$ cat src/rtl/vfp_config_sequencer_pkg.sv
// Shared types for the vfpconfig programming sequencer.
//  vfp_cfg_state_e : sequencer FSM states
//  ERR_*           : err_code values reported on a failed entry
//  state_busy()    : true for every state that is part of an active table run
package vfp_config_sequencer_pkg;

   typedef enum logic [3:0] {
      StIdle,
      StLatch,
      StWr,
      StBresp,
      StRd,
      StRresp,
      StNext,
      StDone,
      StError
   } vfp_cfg_state_e;

   localparam logic [1:0] ERR_NONE     = 2'b00;
   localparam logic [1:0] ERR_RESP     = 2'b01;
   localparam logic [1:0] ERR_MISMATCH = 2'b10;
   localparam logic [1:0] ERR_TIMEOUT  = 2'b11;

   function automatic logic state_busy(input vfp_cfg_state_e s);
      return !(s inside {StIdle, StDone, StError});
   endfunction

endpackage

$ cat src/rtl/vfp_config_sequencer_timeout_cnt.sv
// Per-state watchdog for the AXI phases of the sequencer.
//  clk, rst_n : clock, asynchronous active-low reset
//  restart    : high in the first cycle of a new state; that cycle counts as cycle 1
//  en         : current state is a timed AXI phase
//  expired    : the current state has now lasted TIMEOUT cycles
module vfp_config_sequencer_timeout_cnt #(
   parameter int unsigned TIMEOUT = 1024
) (
   input  logic clk,
   input  logic rst_n,
   input  logic restart,
   input  logic en,
   output logic expired
);

   localparam int unsigned CW = $clog2(TIMEOUT + 1);
   localparam logic [CW-1:0] LAST = CW'(TIMEOUT - 1);

   logic [CW-1:0] cnt;

   // cnt holds the number of completed cycles in the state; saturates at LAST
   always_ff @(posedge clk or negedge rst_n) begin
      if (!rst_n) begin
         cnt <= '0;
      end else if (restart) begin
         cnt <= CW'(1);
      end else if (en && !expired) begin
         cnt <= cnt + 1'b1;
      end
   end

   // The count is stale during the entry cycle, so restart masks it
   assign expired = en && !restart && (cnt >= LAST);

endmodule

$ cat src/rtl/vfp_config_sequencer.sv
// AXI4-Lite master that writes an (addr,data) table into the VFP vfpconfig register bank,
// optionally reads each register back, then raises ready_to_read for the image source.
// A reconfig_req taken in DONE is deferred until the next frame_eof.
//  vfpconfig_aclk/aresetn       : clock, asynchronous active-low reset
//  start, reconfig_req          : run table now / at next frame_eof
//  frame_eof                    : end-of-frame strobe
//  tbl_idx -> tbl_addr/data/last: combinational table lookup
//  aw*/w*/b*/ar*/r*             : AXI4-Lite master to vfpconfig
//  busy, ready_to_read          : run in progress / table applied
//  err, err_code, err_idx       : sticky error with cause and failing entry
module vfp_config_sequencer
   import vfp_config_sequencer_pkg::*;
#(
   parameter int unsigned ADDR_WIDTH  = 8,
   parameter int unsigned DATA_WIDTH  = 32,
   parameter int unsigned MAX_ENTRIES = 64,
   parameter bit          VERIFY_EN   = 1'b1,
   parameter int unsigned TIMEOUT     = 1024,
   localparam int unsigned IDX_W      = $clog2(MAX_ENTRIES)
) (
   input  logic                      vfpconfig_aclk,
   input  logic                      vfpconfig_aresetn,
   input  logic                      start,
   input  logic                      reconfig_req,
   input  logic                      frame_eof,
   output logic [IDX_W-1:0]          tbl_idx,
   input  logic [ADDR_WIDTH-1:0]     tbl_addr,
   input  logic [DATA_WIDTH-1:0]     tbl_data,
   input  logic                      tbl_last,
   output logic [ADDR_WIDTH-1:0]     awaddr,
   output logic [2:0]                awprot,
   output logic                      awvalid,
   input  logic                      awready,
   output logic [DATA_WIDTH-1:0]     wdata,
   output logic [DATA_WIDTH/8-1:0]   wstrb,
   output logic                      wvalid,
   input  logic                      wready,
   input  logic [1:0]                bresp,
   input  logic                      bvalid,
   output logic                      bready,
   output logic [ADDR_WIDTH-1:0]     araddr,
   output logic [2:0]                arprot,
   output logic                      arvalid,
   input  logic                      arready,
   input  logic [DATA_WIDTH-1:0]     rdata,
   input  logic [1:0]                rresp,
   input  logic                      rvalid,
   output logic                      rready,
   output logic                      busy,
   output logic                      ready_to_read,
   output logic                      err,
   output logic [1:0]                err_code,
   output logic [IDX_W-1:0]          err_idx
);

   localparam logic [IDX_W-1:0] IDX_MAX = IDX_W'(MAX_ENTRIES - 1);

   vfp_cfg_state_e state, state_prev;
   logic           aw_done, w_done, lat_last, pending;
   logic           tmo, timed;
   logic [1:0]     fail;

   assign awprot        = 3'b000;
   assign arprot        = 3'b000;
   assign wstrb         = '1;
   assign busy          = state_busy(state);
   assign ready_to_read = (state == StDone);
   assign timed         = state inside {StWr, StBresp, StRd, StRresp};

   vfp_config_sequencer_timeout_cnt #(
      .TIMEOUT (TIMEOUT)
   ) u_tmo (
      .clk     (vfpconfig_aclk),
      .rst_n   (vfpconfig_aresetn),
      .restart (state != state_prev),
      .en      (timed),
      .expired (tmo)
   );

   // Failure cause this cycle; a response in hand takes precedence over the watchdog.
   // wdata still holds the value written for the current entry, so it is the readback reference.
   always_comb begin
      fail = ERR_NONE;
      case (state)
         StWr, StRd: if (tmo) fail = ERR_TIMEOUT;
         StBresp: begin
            if (bvalid) fail = (bresp != 2'b00) ? ERR_RESP : ERR_NONE;
            else if (tmo) fail = ERR_TIMEOUT;
         end
         StRresp: begin
            if (rvalid) begin
               if (rresp != 2'b00) fail = ERR_RESP;
               else if (rdata != wdata) fail = ERR_MISMATCH;
            end else if (tmo) begin
               fail = ERR_TIMEOUT;
            end
         end
         default: fail = ERR_NONE;
      endcase
   end

   always_ff @(posedge vfpconfig_aclk or negedge vfpconfig_aresetn) begin
      if (!vfpconfig_aresetn) begin
         state      <= StIdle;
         state_prev <= StIdle;
         tbl_idx    <= '0;
         awaddr     <= '0;
         wdata      <= '0;
         araddr     <= '0;
         awvalid    <= 1'b0;
         wvalid     <= 1'b0;
         bready     <= 1'b0;
         arvalid    <= 1'b0;
         rready     <= 1'b0;
         aw_done    <= 1'b0;
         w_done     <= 1'b0;
         lat_last   <= 1'b0;
         pending    <= 1'b0;
         err        <= 1'b0;
         err_code   <= ERR_NONE;
         err_idx    <= '0;
      end else begin
         state_prev <= state;
         if (fail != ERR_NONE) begin
            awvalid  <= 1'b0;
            wvalid   <= 1'b0;
            bready   <= 1'b0;
            arvalid  <= 1'b0;
            rready   <= 1'b0;
            err      <= 1'b1;
            err_code <= fail;
            err_idx  <= tbl_idx;
            state    <= StError;
         end else begin
            case (state)
               StIdle, StError, StDone: begin
                  if (start) begin
                     tbl_idx  <= '0;
                     err      <= 1'b0;
                     err_code <= ERR_NONE;
                     err_idx  <= '0;
                     pending  <= 1'b0;
                     state    <= StLatch;
                  end else if (state == StDone) begin
                     // A request arriving with the eof that would apply it waits for the next eof
                     if (frame_eof && pending) begin
                        pending <= 1'b0;
                        tbl_idx <= '0;
                        state   <= StLatch;
                     end else if (reconfig_req) begin
                        pending <= 1'b1;
                     end
                  end
               end
               StLatch: begin
                  awaddr   <= tbl_addr;
                  wdata    <= tbl_data;
                  lat_last <= tbl_last || (tbl_idx == IDX_MAX);
                  awvalid  <= 1'b1;
                  wvalid   <= 1'b1;
                  aw_done  <= 1'b0;
                  w_done   <= 1'b0;
                  state    <= StWr;
               end
               StWr: begin
                  if (aw_done && w_done) begin
                     bready <= 1'b1;
                     state  <= StBresp;
                  end else begin
                     if (awvalid && awready) begin
                        awvalid <= 1'b0;
                        aw_done <= 1'b1;
                     end
                     if (wvalid && wready) begin
                        wvalid <= 1'b0;
                        w_done <= 1'b1;
                     end
                  end
               end
               StBresp: begin
                  if (bvalid) begin
                     bready <= 1'b0;
                     if (VERIFY_EN) begin
                        araddr  <= awaddr;
                        arvalid <= 1'b1;
                        state   <= StRd;
                     end else begin
                        state <= StNext;
                     end
                  end
               end
               StRd: begin
                  if (arready) begin
                     arvalid <= 1'b0;
                     rready  <= 1'b1;
                     state   <= StRresp;
                  end
               end
               StRresp: begin
                  if (rvalid) begin
                     rready <= 1'b0;
                     state  <= StNext;
                  end
               end
               StNext: begin
                  if (lat_last) begin
                     state <= StDone;
                  end else begin
                     tbl_idx <= tbl_idx + 1'b1;
                     state   <= StLatch;
                  end
               end
               default: state <= StIdle;
            endcase
         end
      end
   end

endmodule
$ cat config.mk
export PLATFORM = sky130hd
export DESIGN_NAME = vfp_config_sequencer
export DESIGN_NICKNAME = d
export VERILOG_FILES = /design/src/rtl/vfp_config_sequencer_pkg.sv /design/src/rtl/vfp_config_sequencer_timeout_cnt.sv /design/src/rtl/vfp_config_sequencer.sv
export SDC_FILE = /design/constraint.sdc
export NUM_CORES = 1
export LEC_CHECK = 0
export ABC_AREA = 1
export CAP_MARGIN = 10
export CORE_MARGIN = 2
export CORE_UTILIZATION = 49
export DETAILED_ROUTE_END_ITERATION = 16
export PLACE_DENSITY = 0.86
export SYNTH_ARGS = -nofsm -noshare
export SYNTH_HDL_FRONTEND = slang
export SYNTH_SLANG_ARGS = --single-unit
$ cat constraint.sdc
create_clock -name vfpconfig_aclk -period 3.4 [get_ports vfpconfig_aclk]
set_input_delay 0.68 -clock vfpconfig_aclk [delete_from_list [all_inputs] [get_ports vfpconfig_aclk]]
set_output_delay 0.68 -clock vfpconfig_aclk [all_outputs]
set_load 0.01 [all_outputs]
==> reports/results.tsv, run 1 <==
stage	metric	value	unit
run_status	status	finished clean	
synthesis	Syn. warnings	0	
floorplanning	Die W	102	um
synthesis	syn_area_per_cell	7.70	sq um
synthesis	Cell Area, Synth	4730	sq um
power_and_ir_drop	maximum VDD drop	0.000390	V
critical_path	CP Capture Type	output port	
detailed_routing	average wire per standard cell	14.7	um
clock_tree	cts repair resizes	0	
floorplanning	Die Y	102	um
clock_tree	CTS Hold Bufs	0	
place	GP Congestion	0.951	
grt	number of global-route vias before repair	4564	
detailed_routing	TritonRoute pass-1 iters	5	
sta	Final setup viols	0	
detailed_routing	routed vias/inst	5.11	
clock_tree	post-CTS setup buffer count	0	
hold_path	Worst Hold Class	in2async	
synthesis	Post-Syn Instances	614	
floorplanning	die area	10500	sq um
clock_tree	CTS tree	built	
power_and_ir_drop	Switching Share	41.6	%
sta	RSZ-0062 raised after global routing	false	
synthesis	Seq/Total Area, Yosys	48.1	%
flow_run	maxcap violations	0	
critical_path	Crit path required time	2720	ps
sta	setup TNS	0	ps
floorplanning	I/O pin total	167	
finish	layout cells sized above 1	5.15	%
synthesis	FF+latch count, synth	91	
clock_tree	CTS Sinks	91	
power_and_ir_drop	Leak Pwr	3.16	nW
place	port bufs	156	
sta	Highest Clock Rate	0.343	GHz
clock_tree	root buffer cell	clkbuf_8	
power_and_ir_drop	Comb power frac	49.7	%
grt	Overall Global Routing Usage	26.6	%
clock_tree	htree depth	3	
sta	slew of the pin with the lowest slew margin	799	ps
synthesis	most common flop cell mapped by yosys	dfrtp_1	
grt	gr ovfl total	0	
floorplanning	core area	9280	sq um
finish	fin nets	861	
sta	hold_ws	381	ps
power_and_ir_drop	pwr dens	804	nW/um^2
power_and_ir_drop	Clk network pwr share	14.3	%
critical_path	Critical Path Fanout Max	5	
clock_tree	number of buffers created by CTS	9	
detailed_routing	drt drc	0	
critical_path	Arr. time, crit path	2240	ps
critical_path	worst setup path class	reg2out	
finish	ant diodes	0	
place	dpl hpwl	10.1	mm
grt	first-pass GRT wire length	21.6	mm
sta	max-slew violations	0	
clock_tree	CTS max path bufs	2	
synthesis	Post-synth EDFFs	0	
power_and_ir_drop	Seq pwr share	36.0	%
floorplanning	Starting Density	50.9	%
sta	Rel. slew slack	46.7	%
sta	Min Clock Period, post-route	2920	ps
grt	largest net degree at the start of global routing	63	
finish	Area growth syn-to-layout	38.9	%
clock_tree	clk slew on worst S/H paths	100	ps
detailed_routing	via count	4632	
power_and_ir_drop	switching power	2.20	mW
synthesis	Unique masters post-synth	41	
sta	final hold violation count	0	
sta	Final period util	85.8	%
detailed_routing	Post-DRT Antenna Nets	0	
critical_path	startpoint type of the worst setup path	flop	
power_and_ir_drop	Int Pwr	3.08	mW
clock_tree	worst skew pair latency	360	ps
synthesis	async set-reset flop share out of synthesis	100	%
grt	initial antenna violation count	0	
floorplanning	Rows	35	
detailed_routing	initial DRC count	338	
sta	Worst Skew	9.51	ps
detailed_routing	WL final	13.3	mm
==> synth_stat cells (2+ instances only) <==
library cell	count	area share [%]
xnor2_1	24	4.4
nor2_1	46	3.7
nand2_2	5	0.66
clkinv_1	2	0.16
nor4_1	2	0.26
inv_1	61	4.8
ha_1	2	0.53
o21ai_1	3	0.32
nor3_1	11	1.2
nor3b_1	2	0.32
o21a_1	2	0.32
a21oi_1	7	0.74
a22oi_1	2	0.32
conb_1	2	0.16
clkbuf_1	8	0.63
nand3_1	13	1.4
buf_4	11	1.7
o21ai_0	32	3.4
buf_6	2	0.48
inv_2	2	0.16
nand4_1	17	2.2
a31oi_1	3	0.40
or2_2	2	0.26
dfrtp_1	91	48
nand2_1	246	20
==> metal layers <==
metal / part of all wire (%) / routed length (um) / global-route usage [%]
met4: 2.7 / 355 / 8.82
met5: 0 / 0 / 0
met1: 41 / 5410 / 34.0
met2: 50 / 6660 / 46.0
met3: 6.5 / 863 / 4.51
==> worst max-delay path, cell delays in order, from the launching register on <==
cell and delay [ps]:
dfrtp_1 460, inv_1 120, nor2_1 190, inv_1 100
nor3_1 330, a21oi_1 160, clkdlybuf4s50_1 520
==> cell type report <==
cell class | instances | area (sq um)
fillers | 728 | 2710
repair buffers | 162 | 1600
well taps | 129 | 161
clock buffers | 9 | 124
multi-input cells | 443 | 2080
flip-flops and latches | 91 | 2280
inverters | 65 | 244
clock inverters | 7 | 76.3
==> placed cells by master (no fill, tap or decap), types with 3 or more instances in the layout <==
| master | count |
|---|---|
| xnor2_1 | 24 |
| nand2_2 | 5 |
| a31oi_1 | 3 |
| nor3_1 | 11 |
| clkdlybuf4s50_1 | 155 |
| nand3_1 | 13 |
| inv_1 | 61 |
| conb_1 | 10 |
| buf_4 | 7 |
| dfrtp_1 | 91 |
| nand2_1 | 246 |
| o21ai_1 | 3 |
| clkbuf_8 | 9 |
| nor2_1 | 46 |
| nand4_1 | 17 |
| o21ai_0 | 32 |
| a21oi_1 | 7 |
==> final timing paths <==
path                                startpoint       endpoint  slack [ps]  cells past startpoint
max in group asynchronous    vfpconfig_aresetn      awaddr[7]        2260                      2
max reg2reg                           state[2]         wvalid        1070                     12
min                          vfpconfig_aresetn       wdata[6]         380                      1
min in group vfpconfig_aclk           state[3]  state_prev[3]         450                      0
max                                   state[2]           busy         480                      6
min reg2reg                           state[3]  state_prev[3]         450                      0
==> stage by stage <==
stage               instance area [sq um]  setup WS [ps]  util, %  total power, mW  std cells
finish                               6570            484     70.8             5.28        906
global route                         6570            315     70.8             5.68        906
CTS                                  6570            518     70.8             5.30        906
detailed placement                   6370            613     68.6             4.52        890
global placement                     6370            712     68.6             4.42        890
floorplan                            4760           1380        -             3.30        622
==> logic make-up (layout without fill, tap and decap cells) <==
logic type | count (synthesis) | in the layout | synth area share [%]
XOR/XNOR | 25 | 25 | 4.63
AND/OR/NAND/NOR | 350 | 350 | 31.4
AO/OA/AOI/OAI | 56 | 56 | 6.69
other | 2 | 10 | 0.159
flip-flops | 91 | 91 | 48.1
adder cells (fa/ha/maj) | 2 | 2 | 0.529
buffers and inverters | 88 | 243 | 8.44
==> sequential cells by signal, indices dropped and copies added (netlist names), 2 cells and up <==
signal / count
u_tmo.cnt: 11
awaddr: 8
err_idx: 6
wdata: 32
state: 4
state_prev: 4
tbl_idx: 6
err_code: 2
araddr: 8
==> power by group through the flow <==
stage,registers (mW),logic (mW),clock network (mW)
global placement,1.89,2.53,0
detailed placement,1.91,2.61,0
floorplan,1.98,1.32,0
CTS,1.90,2.63,0.764
global route,1.95,2.92,0.809
finish,1.90,2.62,0.756
Power figures use the tool's default switching activity.
==> run 2: changes to the inputs <==
- CORE_MARGIN: 2 -> 3
- CTS_CLUSTER_DIAMETER: unset -> 150
- CTS_CLUSTER_SIZE: unset -> 24
==> run 2 against run 1 <==
Compared with the run above:
- combinational power barely moved
- non-clock buffer count did not move
- register-to-register slack got worse by 50 ps
==> reports/results.tsv, run 2 (synthesis gave the netlist of run 1 again) <==
stage	metric	value	unit
run_status	status	finished clean	
finish	layout cells sized above 1	5.15	%
critical_path	Arr. time, crit path	2050	ps
critical_path	startpoint type of the worst setup path	flop	
sta	Rel. slew slack	55.4	%
floorplanning	die area	10900	sq um
clock_tree	CTS tree	built	
sta	post-layout worst setup margin	673	ps
critical_path	worst setup path class	reg2out	
finish	Area growth syn-to-layout	38.7	%
place	DP Area	6370	sq um
clock_tree	worst skew pair latency	360	ps
detailed_routing	average wire per standard cell	15.1	um
power_and_ir_drop	pwr dens	797	nW/um^2
finish	ant diodes	0	
floorplanning	I/O pin total	167	
sta	Final period util	80.2	%
clock_tree	number of buffers created by CTS	9	
grt	largest net degree at the start of global routing	46	
grt	gr ovfl total	0	
clock_tree	clk slew on worst S/H paths	90	ps
power_and_ir_drop	Leak Pwr	3.16	nW
sta	slew of the pin with the lowest slew margin	664	ps
clock_tree	post-CTS setup buffer count	0	
hold_path	Worst Hold Class	in2async	
clock_tree	CTS Hold Bufs	0	
detailed_routing	WL final	13.7	mm
sta	Worst Skew	12.9	ps
clock_tree	root buffer cell	clkbuf_8	
finish	commonest cells after routing, fill and taps aside	nand2_1, clkdlybuf4s50_1, dfrtp_1	
detailed_routing	Post-DRT Antenna Nets	0	
finish	commonest non-fill, non-tap cell in the layout	nand2_1	
clock_tree	CTS max path bufs	2	
critical_path	Crit path required time	2720	ps
detailed_routing	routed vias/inst	5.12	
floorplanning	Die W	104	um
detailed_routing	initial DRC count	222	
finish	top flop regs	wdata (32), u_tmo.cnt (11)	
place	DP Worst Slack	669	ps
critical_path	Critical Path Fanout Max	10	
grt	Overall Global Routing Usage	25.3	%
finish	flip-flop count of the largest register after layout	32	
floorplanning	Rows	35	
place	GP Congestion	0.953	
clock_tree	cts repair resizes	0	
sta	Min Clock Period, post-route	2730	ps
finish	fillcell total	745	
floorplanning	Starting Density	50.7	%
detailed_routing	TritonRoute pass-1 iters	5	
power_and_ir_drop	maximum VDD drop	0.000438	V
finish	FF/Latch Area	2280	sq um
clock_tree	CTS Sinks	91	
place	dpl hpwl	10.4	mm
grt	first-pass GRT wire length	22.3	mm
finish	Multi-input gate area	2080	sq um
sta	max-slew violations	0	
grt	initial antenna violation count	0	
floorplanning	core area	9330	sq um
sta	final hold violation count	0	
sta	RSZ-0062 raised after global routing	false	
grt	number of global-route vias before repair	4703	
floorplanning	Die Y	104	um
place	port bufs	156	
detailed_routing	via count	4638	
detailed_routing	drt drc	0	
finish	Largest Register	wdata	
finish	fin nets	861	
sta	setup TNS	0	ps
clock_tree	htree depth	3	
flow_run	maxcap violations	0	
finish	final design area excluding fillers	6560	sq um
critical_path	CP Capture Type	output port	
sta	Highest Clock Rate	0.367	GHz
sta	Final setup viols	0	
==> run 2: cell count changes in the layout (fill, tap and decap cells not counted), sizes merged <==
cell	before	now
clkbuf	9	12
inv	65	63
clkinvlp	1	0
bufinv	1	0
clkinv	5	6
==> run 2: power by group <==
| part | internal, mW | switching, mW | leakage (nW) |
|---|---|---|---|
| clock network | 0.324 | 0.376 | 0.102 |
| logic | 1.23 | 1.42 | 1.89 |
| registers | 1.51 | 0.376 | 1.16 |
| total | 3.06 | 2.17 | 3.16 |
==> run 2: layout make-up <==
cell class,count,area share [%]
Clock buffer,12,2.52
Clock inverter,4,0.362
Inverter,65,3.72
Multi-Input combinational cell,443,31.8
Sequential cell,91,34.7
Tap cell,129,2.46
Timing Repair Buffer,162,24.5
==> run 2: routing by layer <==
| metal | wire [um] | vias to the layer above | GRT usage, % | share of wire (%) |
|---|---|---|---|---|
| met4 | 437 | 0 | 9.50 | 3.2 |
| met2 | 6970 | 205 | 45.1 | 51 |
| met3 | 886 | 43 | 4.84 | 6.5 |
| met1 | 5410 | 2170 | 30.2 | 40 |
| li1 | - | 2220 | - | - |
| met5 | 0 | - | 0 | 0 |
==> run 2: through the flow <==
step | hold slack, ps | instances | power [mW] | util [%]
final | 306 | 906 | 5.23 | 70.3
after detailed placement | 452 | 890 | 4.53 | 68.3
after global placement | 443 | 890 | 4.42 | 68.3
after global routing | 346 | 906 | 5.60 | 70.3
after floorplan | 374 | 622 | 3.30 | -
after CTS | 321 | 906 | 5.24 | 70.3
==> run 2: path summary, 6_finish.rpt <==
| kind | start | to | slack, ps | cells after the start |
|---|---|---|---|---|
| setup reg to reg | state[0] | err_idx[0] | 1020 | 12 |
| hold / removal | vfpconfig_aresetn | wdata[3] | 310 | 1 |
| hold reg to reg | state[2] | state_prev[2] | 470 | 0 |
| setup / recovery | state[0] | busy | 670 | 4 |
| max in group asynchronous | vfpconfig_aresetn | wdata[23] | 2280 | 2 |
| min in group vfpconfig_aclk | state[2] | state_prev[2] | 470 | 0 |
==> run 2: worst max-delay path: stages (launching register included) <==
cell and delay, ps:
dfrtp_1 540, inv_1 200, nor3_1 330, a21oi_1 120, clkdlybuf4s50_1 490
==> run 3: changes to the inputs <==
- CORE_UTILIZATION: 49 -> 41
- PLACE_DENSITY: 0.86 -> 0.77
- clock period: 3.4 -> 2.45 ns (I/O delays scaled with it)
==> run 3 against run 2 <==
Compared with the run above:
- design area increased by 2.8%
- non-clock buffer count is 4 higher
- via count decreased by 1.2%
- critical endpoint is now err_idx[1]
- critical path depth grew 10
- clock power rose by 100%
- highest routed layer unchanged
- worst setup slack got worse by 450 ps
- largest cell class unchanged
==> reports/results.tsv, run 3 (synthesis gave the netlist of run 1 again) <==
stage	metric	value	unit
critical_path	CP Buf/Inv Count	2	
finish	top flop regs	wdata (32), u_tmo.cnt (11)	
detailed_routing	TritonRoute pass-1 iters	5	
detailed_routing	via count	4582	
finish	fillcell total	969	
finish	flip-flop count of the largest register after layout	32	
critical_path	critical path, cell by cell	inv_2 -> nand2_1 -> nand2_1 -> nor2_1 -> nand2_2 -> nor2_4 -> nand2_2 -> nand2_1 -> nand3_1 -> nand2_2 -> inv_2 -> nand2_2 -> nand2_1 -> nand2_1	
detailed_routing	drt drc	0	
power_and_ir_drop	Leak Pwr	3.24	nW
clock_tree	CTS tree	built	
grt	gr ovfl total	0	
clock_tree	number of buffers created by CTS	9	
place	port bufs	156	
hold_path	Worst Hold Class	in2async	
detailed_routing	Post-DRT Antenna Nets	0	
sta	RSZ-0062 raised after global routing	false	
finish	commonest cells after routing, fill and taps aside	nand2_1, clkdlybuf4s50_1, dfrtp_1	
grt	largest net degree at the start of global routing	53	
finish	layout cells sized above 1	5.63	%
critical_path	CP delay by family, top	simple AND/OR/NAND/NOR gates	
detailed_routing	average wire per standard cell	14.6	um
grt	first-pass GRT wire length	21.9	mm
floorplanning	Die W	113	um
finish	Area growth syn-to-layout	42.6	%
critical_path	startpoint type of the worst setup path	flop	
floorplanning	Rows	38	
finish	Final Core Density	60.9	%
sta	Highest Clock Rate	0.450	GHz
power_and_ir_drop	maximum VDD drop	0.000504	V
clock_tree	worst skew pair latency	330	ps
grt	number of global-route vias before repair	4627	
clock_tree	clk slew on worst S/H paths	60	ps
critical_path	most frequent CP cell	nand2_1	
sta	Final setup viols	0	
sta	slew of the pin with the lowest slew margin	666	ps
detailed_routing	WL final	13.5	mm
critical_path	Worst path max stage delay	520	ps
sta	Min Clock Period, post-route	2220	ps
clock_tree	post-CTS setup buffer count	0	
run_status	status	finished clean	
clock_tree	root buffer cell	clkbuf_16	
finish	Largest Register	wdata	
finish	fin nets	865	
floorplanning	I/O pin total	167	
grt	initial antenna violation count	0	
flow_run	maxcap violations	0	
clock_tree	CTS max path bufs	2	
sta	hold_ws	188	ps
sta	setup TNS	0	ps
finish	ant diodes	0	
power_and_ir_drop	pwr dens	1150	nW/um^2
critical_path	worst setup path class	reg2reg	
floorplanning	die area	12900	sq um
critical_path	Critical Path Fanout Max	14	
place	GP Congestion	0.928	
sta	Worst Skew	6.69	ps
sta	final hold violation count	0	
sta	Final period util	90.7	%
grt	Overall Global Routing Usage	21.3	%
finish	commonest non-fill, non-tap cell in the layout	nand2_1	
critical_path	Arr. time, crit path	2490	ps
floorplanning	core area	11100	sq um
floorplanning	Die Y	113	um
critical_path	crit path max-delay cell type	dfrtp_1	
sta	Rel. slew slack	55.6	%
sta	max-slew violations	0	
clock_tree	htree depth	3	
critical_path	Crit path required time	2720	ps
place	dpl hpwl	10.3	mm
critical_path	CP Capture Type	flop	
clock_tree	CTS Sinks	91	
detailed_routing	routed vias/inst	4.98	
floorplanning	Starting Density	42.7	%
detailed_routing	initial DRC count	248	
clock_tree	CTS Hold Bufs	0	
-- run 3: stage by stage --
| stage | instance area, sq um | instances | power, mW | setup WS, ps |
|---|---|---|---|---|
| detailed placement | 6430 | 905 | 6.30 | -13.9 |
| floorplan | 4760 | 622 | 4.58 | 476 |
| global placement | 6430 | 905 | 6.19 | 22.6 |
| finish | 6750 | 921 | 7.73 | 227 |
| global route | 6750 | 921 | 8.32 | 34.2 |
| CTS | 6740 | 921 | 7.78 | 66.2 |
-- run 3: what timing repair did --
action	4_1_cts	5_1_grt
setup endpoints to repair	2	1
hold endpoints to repair	0	0
resized for setup	3	1
-- run 3: layout make-up --
cell class	instances	area (sq um)	share of cell area, %
multi-input cells	443	2090	31.0
clock buffers	11	233	3.45
repair buffers	166	1650	24.4
flip-flops and latches	91	2280	33.8
clock inverters	5	77.6	1.15
inverters	65	244	3.62
well taps	140	175	2.60
-- run 3: worst paths after layout --
path | end | startpoint | slack (ps) | cells past startpoint
worst max-delay path | err_idx[1] | state[1] | 230 | 14
worst min-delay path | wdata[5] | vfpconfig_aresetn | 190 | 1
worst max register to register | err_idx[1] | state[1] | 230 | 14
min in group vfpconfig_aclk | state_prev[2] | state[2] | 460 | 0
max in group asynchronous | state[0] | vfpconfig_aresetn | 1550 | 2
worst min register to register | state_prev[2] | state[2] | 460 | 0
-- run 3: power by group --
group | internal [mW] | switching [mW] | leakage [nW]
combinational | 1.72 | 1.96 | 1.93
clock | 0.890 | 0.542 | 0.150
sequential | 2.10 | 0.511 | 1.16
total | 4.71 | 3.01 | 3.24
-- run 3: metal layers --
layer / part of all wire, % / up-vias / GRT usage [%] / wire, um
li1: - / 2227 / - / -
met2: 49 / 182 / 36.1 / 6650
met4: 3.0 / 0 / 9.46 / 406
met1: 42 / 2141 / 26.9 / 5590
met3: 6.0 / 32 / 3.40 / 809
met5: 0 / - / 0 / 0
